`src/rtl/fu_wb_arbiter_pkg.sv`:
```
// Shared parameters and payload type for the FU writeback arbiter.
// Holds default sizes and the packed result packet used by the
// holding slots and the CDB register.
package wb_pkg;

    localparam int unsigned WB_NUM_FU = 4;
    localparam int unsigned WB_DATA_W = 64;
    localparam int unsigned WB_PRN_W  = 7;
    localparam int unsigned WB_ID_W   = 6;

    // One writeback result; data[2] carries NZCV in bits 3:0.
    typedef struct packed {
        logic [WB_ID_W-1:0]             inst_id;
        logic [WB_PRN_W-1:0]            prn;
        logic [2:0][WB_DATA_W-1:0]      data;
        logic [2:0]                     data_valid;
    } wb_pkt_t;

endpackage

```
`src/rtl/fu_wb_arbiter_if.sv`:
```
// FU-to-CDB writeback bus.
// FU side : fu_out_valid/inst_id/prn/data/data_valid in, fu_ready out.
// CDB side: cdb_ready in, cdb_valid/inst_id/prn/data/data_valid out.
// slave modport is the arbiter view, master modport the producer/consumer view.
interface fu_wb_arbiter_if #(
    parameter int unsigned NUM_FU = wb_pkg::WB_NUM_FU
);
    logic [NUM_FU-1:0]                              fu_out_valid;
    logic [NUM_FU-1:0][wb_pkg::WB_ID_W-1:0]         fu_out_inst_id;
    logic [NUM_FU-1:0][wb_pkg::WB_PRN_W-1:0]        fu_out_prn;
    logic [NUM_FU-1:0][2:0][wb_pkg::WB_DATA_W-1:0]  fu_out_data;
    logic [NUM_FU-1:0][2:0]                         fu_out_data_valid;
    logic [NUM_FU-1:0]                              fu_ready;

    logic                                           cdb_ready;
    logic                                           cdb_valid;
    logic [wb_pkg::WB_ID_W-1:0]                     cdb_inst_id;
    logic [wb_pkg::WB_PRN_W-1:0]                    cdb_prn;
    logic [2:0][wb_pkg::WB_DATA_W-1:0]              cdb_data;
    logic [2:0]                                     cdb_data_valid;

    modport slave (
        input  fu_out_valid, fu_out_inst_id, fu_out_prn, fu_out_data, fu_out_data_valid,
        output fu_ready,
        input  cdb_ready,
        output cdb_valid, cdb_inst_id, cdb_prn, cdb_data, cdb_data_valid
    );

    modport master (
        output fu_out_valid, fu_out_inst_id, fu_out_prn, fu_out_data, fu_out_data_valid,
        input  fu_ready,
        output cdb_ready,
        input  cdb_valid, cdb_inst_id, cdb_prn, cdb_data, cdb_data_valid
    );
endinterface

```
`src/rtl/fu_wb_arbiter_rr_arbiter.sv`:
```
// Combinational round-robin picker.
// req    : request vector
// rr_ptr : highest-priority index
// en     : grant enable (zero grant when low)
// grant  : one-hot grant, lowest requesting index >= rr_ptr, wrapping
module rr_arbiter #(
    parameter int unsigned NUM_FU = 4,
    parameter int unsigned PTR_W  = 2
) (
    input  logic [NUM_FU-1:0] req,
    input  logic [PTR_W-1:0]  rr_ptr,
    input  logic              en,
    output logic [NUM_FU-1:0] grant
);

    // Scan from rr_ptr upward, modulo NUM_FU; first hit wins.
    always_comb begin
        logic             found;
        logic [PTR_W-1:0] idx;
        grant = '0;
        found = 1'b0;
        idx   = '0;
        for (int i = 0; i < int'(NUM_FU); i++) begin
            idx = PTR_W'((int'(rr_ptr) + i) % int'(NUM_FU));
            if (en && !found && req[idx]) begin
                grant[idx] = 1'b1;
                found      = 1'b1;
            end
        end
    end

endmodule

```
`src/rtl/fu_wb_arbiter.sv`:
```
// Writeback arbiter: one holding slot per FU, round-robin onto a single CDB.
// Ports: clk, rst (async, active-low), flush, bus (fu_wb_arbiter_if.slave),
//        perf_stall_cnt (per-FU back-pressure counters, only when the
//        WB_ARB_PERF_EN macro is defined).
module fu_wb_arbiter
    import wb_pkg::*;
#(
    parameter int unsigned NUM_FU = WB_NUM_FU
) (
    input  logic                      clk,
    input  logic                      rst,
    input  logic                      flush,
    fu_wb_arbiter_if.slave            bus
`ifdef WB_ARB_PERF_EN
    ,
    output logic [NUM_FU-1:0][31:0]   perf_stall_cnt
`endif
);

    localparam int unsigned PTR_W = (NUM_FU > 1) ? $clog2(NUM_FU) : 1;

    logic [NUM_FU-1:0] full_q, full_d;
    logic [NUM_FU-1:0] grant;
    logic [NUM_FU-1:0] fu_ready_c;
    logic [NUM_FU-1:0] capture;
    logic [PTR_W-1:0]  rr_ptr_q, rr_ptr_d;
    logic [PTR_W-1:0]  gidx;
    logic              cdb_valid_q, cdb_valid_d;
    logic              cdb_advance;
    wb_pkt_t           cdb_q, cdb_d;
    wb_pkt_t           slot_q [NUM_FU];
    wb_pkt_t           fu_pkt [NUM_FU];

    // Pack per-FU bus fields into the slot payload format.
    always_comb begin
        for (int i = 0; i < int'(NUM_FU); i++) begin
            fu_pkt[i].inst_id    = bus.fu_out_inst_id[i];
            fu_pkt[i].prn        = bus.fu_out_prn[i];
            fu_pkt[i].data       = bus.fu_out_data[i];
            fu_pkt[i].data_valid = bus.fu_out_data_valid[i];
        end
    end

    assign cdb_advance = !cdb_valid_q || bus.cdb_ready;

    rr_arbiter #(
        .NUM_FU (NUM_FU),
        .PTR_W  (PTR_W)
    ) u_rr_arbiter (
        .req    (full_q),
        .rr_ptr (rr_ptr_q),
        .en     (cdb_advance),
        .grant  (grant)
    );

    // A draining slot can refill in the same cycle.
    assign fu_ready_c = ~full_q | grant;
    assign capture    = bus.fu_out_valid & fu_ready_c & {NUM_FU{!flush}};

    // Encode the one-hot grant.
    always_comb begin
        gidx = '0;
        for (int i = 0; i < int'(NUM_FU); i++) begin
            if (grant[i]) gidx = PTR_W'(i);
        end
    end

    // Next-state for slot flags, pointer and CDB register; flush wins.
    always_comb begin
        full_d      = (full_q & ~grant) | capture;
        rr_ptr_d    = rr_ptr_q;
        cdb_valid_d = cdb_valid_q;
        cdb_d       = cdb_q;
        if (|grant) begin
            cdb_d       = slot_q[gidx];
            cdb_valid_d = 1'b1;
            rr_ptr_d    = (gidx == PTR_W'(NUM_FU - 1)) ? '0 : gidx + PTR_W'(1);
        end else if (bus.cdb_ready) begin
            cdb_valid_d = 1'b0;
        end
        if (flush) begin
            full_d      = '0;
            cdb_valid_d = 1'b0;
            rr_ptr_d    = rr_ptr_q;
        end
    end

    always_ff @(posedge clk or negedge rst) begin
        if (!rst) begin
            full_q      <= '0;
            rr_ptr_q    <= '0;
            cdb_valid_q <= 1'b0;
            cdb_q       <= '0;
            for (int i = 0; i < int'(NUM_FU); i++) slot_q[i] <= '0;
        end else begin
            full_q      <= full_d;
            rr_ptr_q    <= rr_ptr_d;
            cdb_valid_q <= cdb_valid_d;
            cdb_q       <= cdb_d;
            for (int i = 0; i < int'(NUM_FU); i++) begin
                if (capture[i]) slot_q[i] <= fu_pkt[i];
            end
        end
    end

    assign bus.fu_ready       = fu_ready_c;
    assign bus.cdb_valid      = cdb_valid_q;
    assign bus.cdb_inst_id    = cdb_q.inst_id;
    assign bus.cdb_prn        = cdb_q.prn;
    assign bus.cdb_data       = cdb_q.data;
    assign bus.cdb_data_valid = cdb_q.data_valid;

`ifdef WB_ARB_PERF_EN
    // Saturating count of cycles an FU was held off; cleared only by reset.
    always_ff @(posedge clk or negedge rst) begin
        if (!rst) begin
            perf_stall_cnt <= '0;
        end else begin
            for (int i = 0; i < int'(NUM_FU); i++) begin
                if (bus.fu_out_valid[i] && !fu_ready_c[i] && (perf_stall_cnt[i] != '1))
                    perf_stall_cnt[i] <= perf_stall_cnt[i] + 32'd1;
            end
        end
    end
`endif

endmodule

```
`src/flat_wrapper.sv`:
```
// flat-port wrapper written by rule: the top's interface ports become plain ports
module fu_wb_arbiter_flat import wb_pkg::*;
#(
    parameter int unsigned NUM_FU = WB_NUM_FU
)
  (clk, rst, flush, bus_fu_out_valid, bus_fu_out_inst_id, bus_fu_out_prn, bus_fu_out_data, bus_fu_out_data_valid, bus_fu_ready, bus_cdb_ready, bus_cdb_valid, bus_cdb_inst_id, bus_cdb_prn, bus_cdb_data, bus_cdb_data_valid);
  fu_wb_arbiter_if #(.NUM_FU(NUM_FU)) bus_i ();
  input  logic clk;
  input  logic rst;
  input  logic flush;
  input wire logic [$bits(bus_i.fu_out_valid)-1:0] bus_fu_out_valid;
  input wire logic [$bits(bus_i.fu_out_inst_id)-1:0] bus_fu_out_inst_id;
  input wire logic [$bits(bus_i.fu_out_prn)-1:0] bus_fu_out_prn;
  input wire logic [$bits(bus_i.fu_out_data)-1:0] bus_fu_out_data;
  input wire logic [$bits(bus_i.fu_out_data_valid)-1:0] bus_fu_out_data_valid;
  output wire logic [$bits(bus_i.fu_ready)-1:0] bus_fu_ready;
  input wire logic [$bits(bus_i.cdb_ready)-1:0] bus_cdb_ready;
  output wire logic [$bits(bus_i.cdb_valid)-1:0] bus_cdb_valid;
  output wire logic [$bits(bus_i.cdb_inst_id)-1:0] bus_cdb_inst_id;
  output wire logic [$bits(bus_i.cdb_prn)-1:0] bus_cdb_prn;
  output wire logic [$bits(bus_i.cdb_data)-1:0] bus_cdb_data;
  output wire logic [$bits(bus_i.cdb_data_valid)-1:0] bus_cdb_data_valid;
  assign bus_i.fu_out_valid = bus_fu_out_valid;
  assign bus_i.fu_out_inst_id = bus_fu_out_inst_id;
  assign bus_i.fu_out_prn = bus_fu_out_prn;
  assign bus_i.fu_out_data = bus_fu_out_data;
  assign bus_i.fu_out_data_valid = bus_fu_out_data_valid;
  assign bus_fu_ready = bus_i.fu_ready;
  assign bus_i.cdb_ready = bus_cdb_ready;
  assign bus_cdb_valid = bus_i.cdb_valid;
  assign bus_cdb_inst_id = bus_i.cdb_inst_id;
  assign bus_cdb_prn = bus_i.cdb_prn;
  assign bus_cdb_data = bus_i.cdb_data;
  assign bus_cdb_data_valid = bus_i.cdb_data_valid;
  fu_wb_arbiter #(.NUM_FU(NUM_FU)) u_core (.clk(clk), .rst(rst), .flush(flush), .bus(bus_i));
endmodule
```
`config.mk`:
```
export PLATFORM = sky130hd
export DESIGN_NAME = fu_wb_arbiter_flat
export DESIGN_NICKNAME = d
export VERILOG_FILES = /design/src/rtl/fu_wb_arbiter_pkg.sv /design/src/rtl/fu_wb_arbiter_if.sv /design/src/rtl/fu_wb_arbiter_rr_arbiter.sv /design/src/rtl/fu_wb_arbiter.sv /design/src/flat_wrapper.sv
export SDC_FILE = /design/constraint.sdc
export NUM_CORES = 2
export LEC_CHECK = 0
export CORE_AREA = 8 8 407 409
export CTS_BUF_LIST = sky130_fd_sc_hd__clkbuf_8
export DETAILED_ROUTE_END_ITERATION = 8
export DIE_AREA = 0 0 415 417
export HOLD_SLACK_MARGIN = 0.02
export SLEW_MARGIN = 20
export SYNTH_ARGS = -nofsm -noshare
export SYNTH_HDL_FRONTEND = slang
export SYNTH_SLANG_ARGS = --single-unit
```
`constraint.sdc`:
```
create_clock -name clk -period 3 [get_ports clk]
set_input_delay 0.45 -clock clk [delete_from_list [all_inputs] [get_ports clk]]
set_output_delay 0.45 -clock clk [all_outputs]
set_load 0.005 [all_outputs]
```
==> metrics.md <==
| Metric | Value |
|---|---|
| Fin crit share | `1.16` |
| Synth top area cells | `dfrtp_1 59%, mux2_1 14%, mux2_2 11%` |
| Pin count of the biggest net entering global routing | `87` |
| DR WL/cell | `30.2 um` |
| Final Instance Count excl. Fillers | `7005` |
| Cells after synthesis | `3209` |
| Post-synth net total | `4057` |
| Detailed-route via count | `35400` |
| Area delta synth->final | `64.6%` |
| NumNets Final | `5586` |
| Fillcell total | `14100` |
| Clock sink count | `1047` |
| Sequential area share after synthesis | `0.590` |
| Delay-heaviest family, CP | `buffers and inverters` |
| Tmin final | `3.49 ns` |
| Syn Area/Cell | `13.8 um2` |
| Residual DRC | `0` |
| Yosys warns | `0` |
| Pins Over Slew Limit | `0` |
| Hold Vio Cnt, Final | `0` |
| Clock Latency Late Sink | `0.89 ns` |
| DR vias/cell | `5.06` |
| Clock root cell | `clkbuf_8` |
| WP buf/inv | `6` |
| RePlAce Congestion | `0.892` |
| Unrepaired setup endpoints after global routing | `yes` |
| Vias in the first global route | `37900` |
| CP max-delay cell | `mux4_2` |
| Worst slew pin tran | `0.821 ns` |
| MaxCap Viol Count | `0` |
| Most common flop cell mapped by yosys | `dfrtp_1` |
| Total power draw | `0.109 W` |
| Leak | `30.4 nW` |
| HP Class | `in2async` |
| Relative slew slack | `0.452` |
| Die W | `415 um` |
| Violated checks | `setup timing` |
| Critical Path Source Type | `register` |
| Die area | `173000 um2` |
| EDFF count, synth | `0` |
| CP dominant cell by count | `buf_6` |
| First-pass GRT wire length | `282000 um` |
| Crit. End Element | `output port` |
| I/O pin cnt | `1053` |
| Core ar. | `159000 um2` |
| Crit-path cells | `buf_12 -> buf_6 -> mux4_2 -> nand2b_4 -> a211oi_4 -> buf_4 -> a221oi_4 -> buf_6 -> nand2_4 -> buf_6 -> buf_12` |
| Initial core utilization | `0.279` |
| Initial DRC Count | `2568` |
| Layout Skew | `0.0648 ns` |
| WP data arrival | `3.04 ns` |
| DRT Pass-1 Iters | `6` |
| Max Clk Rate | `0.287 GHz` |
| Placed cells | `6411` |
| Reg2Reg Depth | `18` |
| Distinct cells, synth | `37` |
| Synth top area share | `0.590` |
| Synth async-reset ratio | `1.00` |
| Hold_ws | `0.131 ns` |
| CTS tree | `yes` |
| Final WL | `212000 um` |
| Levels on crit path | `11` |
| All-Layer GR Usage | `0.221` |
| PD cells | `1500 nW/um2` |
| Grt ovf | `0` |
| CTS clk-pin slew, worst paths | `0.06 ns` |
| #FFs+latches synth | `1047` |
| Clock buffer count from CTS | `184` |
| CP Max Fanout | `5` |
| Post-synthesis cell area | `44400 um2` |
| H-Tree Depth | `4` |
| Die H | `417 um` |
| Outcome | `finished, violations left` |
| Min setup slack post-route | `-0.490 ns` |
| Worst EP required | `2.55 ns` |
| Proportion of layout cells with a drive suffix above 1 | `0.400` |
| Largest area contributor in the netlist | `dfrtp_1` |
| Buffers on Ports | `1052` |
| Detail Route Antenna Nets | `0` |
| Post-DP HPWL | `140000 um` |
| Rows | `147` |
| Crit Path Class | `reg2out` |
| Final Setup Violations | `708` |
| Initial antenna violation count | `70` |
| Setup slack at placement | `-1.03 ns` |
| Clk buf depth | `3` |
| CP max stage delay | `0.52 ns` |
| Worst VDD drop | `1.07 mV` |
==> power by group <==
group	switching, W	internal (W)	total (W)
Sequential	0.00478	0.0205	0.0252
Combinational	0.0335	0.0368	0.0703
Clock	0.00657	0.00731	0.0139
==> cells by family (layout without fill, tap and decap cells) <==
family,after synthesis,count (layout),share of synthesized area
other,0,48,0
adder cells (fa/ha/maj),8,8,0.00225
multiplexers,1006,1006,0.256
buffers and inverters,255,1917,0.0301
AO/OA/AOI/OAI,482,482,0.0761
AND/OR/NAND/NOR,411,411,0.0454
flip-flops,1047,1047,0.590
==> worst register-to-register path, stage by stage (launching register included) <==
cell and delay, ns:
dfrtp_1 0.40, buf_12 0.13, mux4_2 0.52, nand2b_4 0.19, buf_6 0.11, a2111o_1 0.31, and3_4 0.21, buf_6 0.11
buf_6 0.11, buf_12 0.13, buf_12 0.14, nand4_4 0.11, buf_12 0.13, buf_12 0.11, buf_16 0.16, buf_12 0.17
buf_16 0.18, nor2_4 0.05, a21oi_2 0.12
==> layout make-up <==
| cell class | count | area (um2) | share of cell area |
|---|---|---|---|
| Tap cell | 2086 | 2610 | 0.0357 |
| Inverter | 7 | 26.3 | 0.000360 |
| Multi-Input combinational cell | 1907 | 21500 | 0.294 |
| Clock buffer | 225 | 3100 | 0.0424 |
| Timing Repair Buffer | 1591 | 18800 | 0.258 |
| Antenna cell | 48 | 120 | 0.00164 |
| Sequential cell | 1047 | 26200 | 0.359 |
| Clock inverter | 94 | 729 | 0.00998 |
==> worst paths after layout <==
check	startpoint	to	slack [ns]
worst max-delay path	u_core.rr_ptr_q[0]	bus_fu_ready[1]	-0.49
worst min-delay path	rst	u_core.slot_q[675]	0.13
worst max register to register	u_core.rr_ptr_q[0]	u_core.bus.cdb_data[186]	-0.44
worst min register to register	u_core.slot_q[292]	u_core.slot_q[292]	0.48
max in group asynchronous	rst	u_core.slot_q[16]	1.73
min in group clk	bus_fu_out_data[270]	u_core.slot_q[497]	0.15
==> layout by cell type (no fill, tap or decap), types with 144 or more instances in the layout <==
cell type,n
dfrtp_1,1046
mux2_2,335
buf_4,200
mux2_1,428
clkdlybuf4s50_1,1047
buf_12,152
mux2_4,234
clkbuf_8,225
a21oi_2,179
nor2_4,144
==> synthesized netlist by cell type (2+ instances only) <==
| cell type | n |
|---|---|
| nand3b_1 | 4 |
| o21ai_0 | 7 |
| o221ai_1 | 40 |
| a21oi_1 | 212 |
| nor2_1 | 214 |
| a221o_1 | 2 |
| a221oi_1 | 164 |
| nand2_1 | 14 |
| buf_6 | 15 |
| and3_1 | 170 |
| a31oi_1 | 4 |
| clkbuf_1 | 101 |
| nand3_1 | 3 |
| mux2i_1 | 5 |
| a221oi_2 | 2 |
| ha_1 | 8 |
| mux4_2 | 4 |
| buf_1 | 8 |
| mux2_2 | 436 |
| a21o_1 | 5 |
| dfrtp_1 | 1047 |
| inv_1 | 7 |
| mux2_1 | 561 |
| buf_4 | 44 |
| a22oi_1 | 41 |
| buf_2 | 80 |
==> state kept, by name, indices dropped and copies added, names as in the netlist <==
name and flops:
u_core.bus.cdb_prn 7, u_core.bus.cdb_valid 1, u_core.bus.cdb_inst_id 6, u_core.rr_ptr_q 2, u_core.bus.cdb_data 192, u_core.full_q 4, u_core.slot_q 832, u_core.bus.cdb_data_valid 3
==> metrics by stage <==
stage               cell area, um2  utilization  TNS (ns)
floorplan                    44500            -     -2.58
detailed placement           60000        0.376   -618.24
CTS                          68500        0.430   -204.02
global route                 73100        0.459   -205.78
finish                       73100        0.459   -121.98
global placement             60000        0.376   -606.01
==> routing by layer <==
layer | global-route usage | vias up | wire length (um) | share of wire
met5 | 0 | - | 199 | 0.00094
met4 | 0.100 | 30 | 9650 | 0.046
met3 | 0.0553 | 426 | 12600 | 0.060
met2 | 0.370 | 1350 | 104000 | 0.49
met1 | 0.270 | 18600 | 85200 | 0.40
li1 | - | 15000 | - | -
==> repair_timing <==
| item | 4_1_cts | 5_1_grt |
|---|---|---|
| pin swaps | 51 | 115 |
| setup buffers | 86 | 73 |
| endpoints found under the hold margin | 94 | 0 |
| gates resized for setup | 561 | 775 |
| gates cloned | 55 | 45 |
| hold buffers | 11 | 0 |
| setup endpoints to repair | 1036 | 992 |
(Power assumes the default switching activity.)
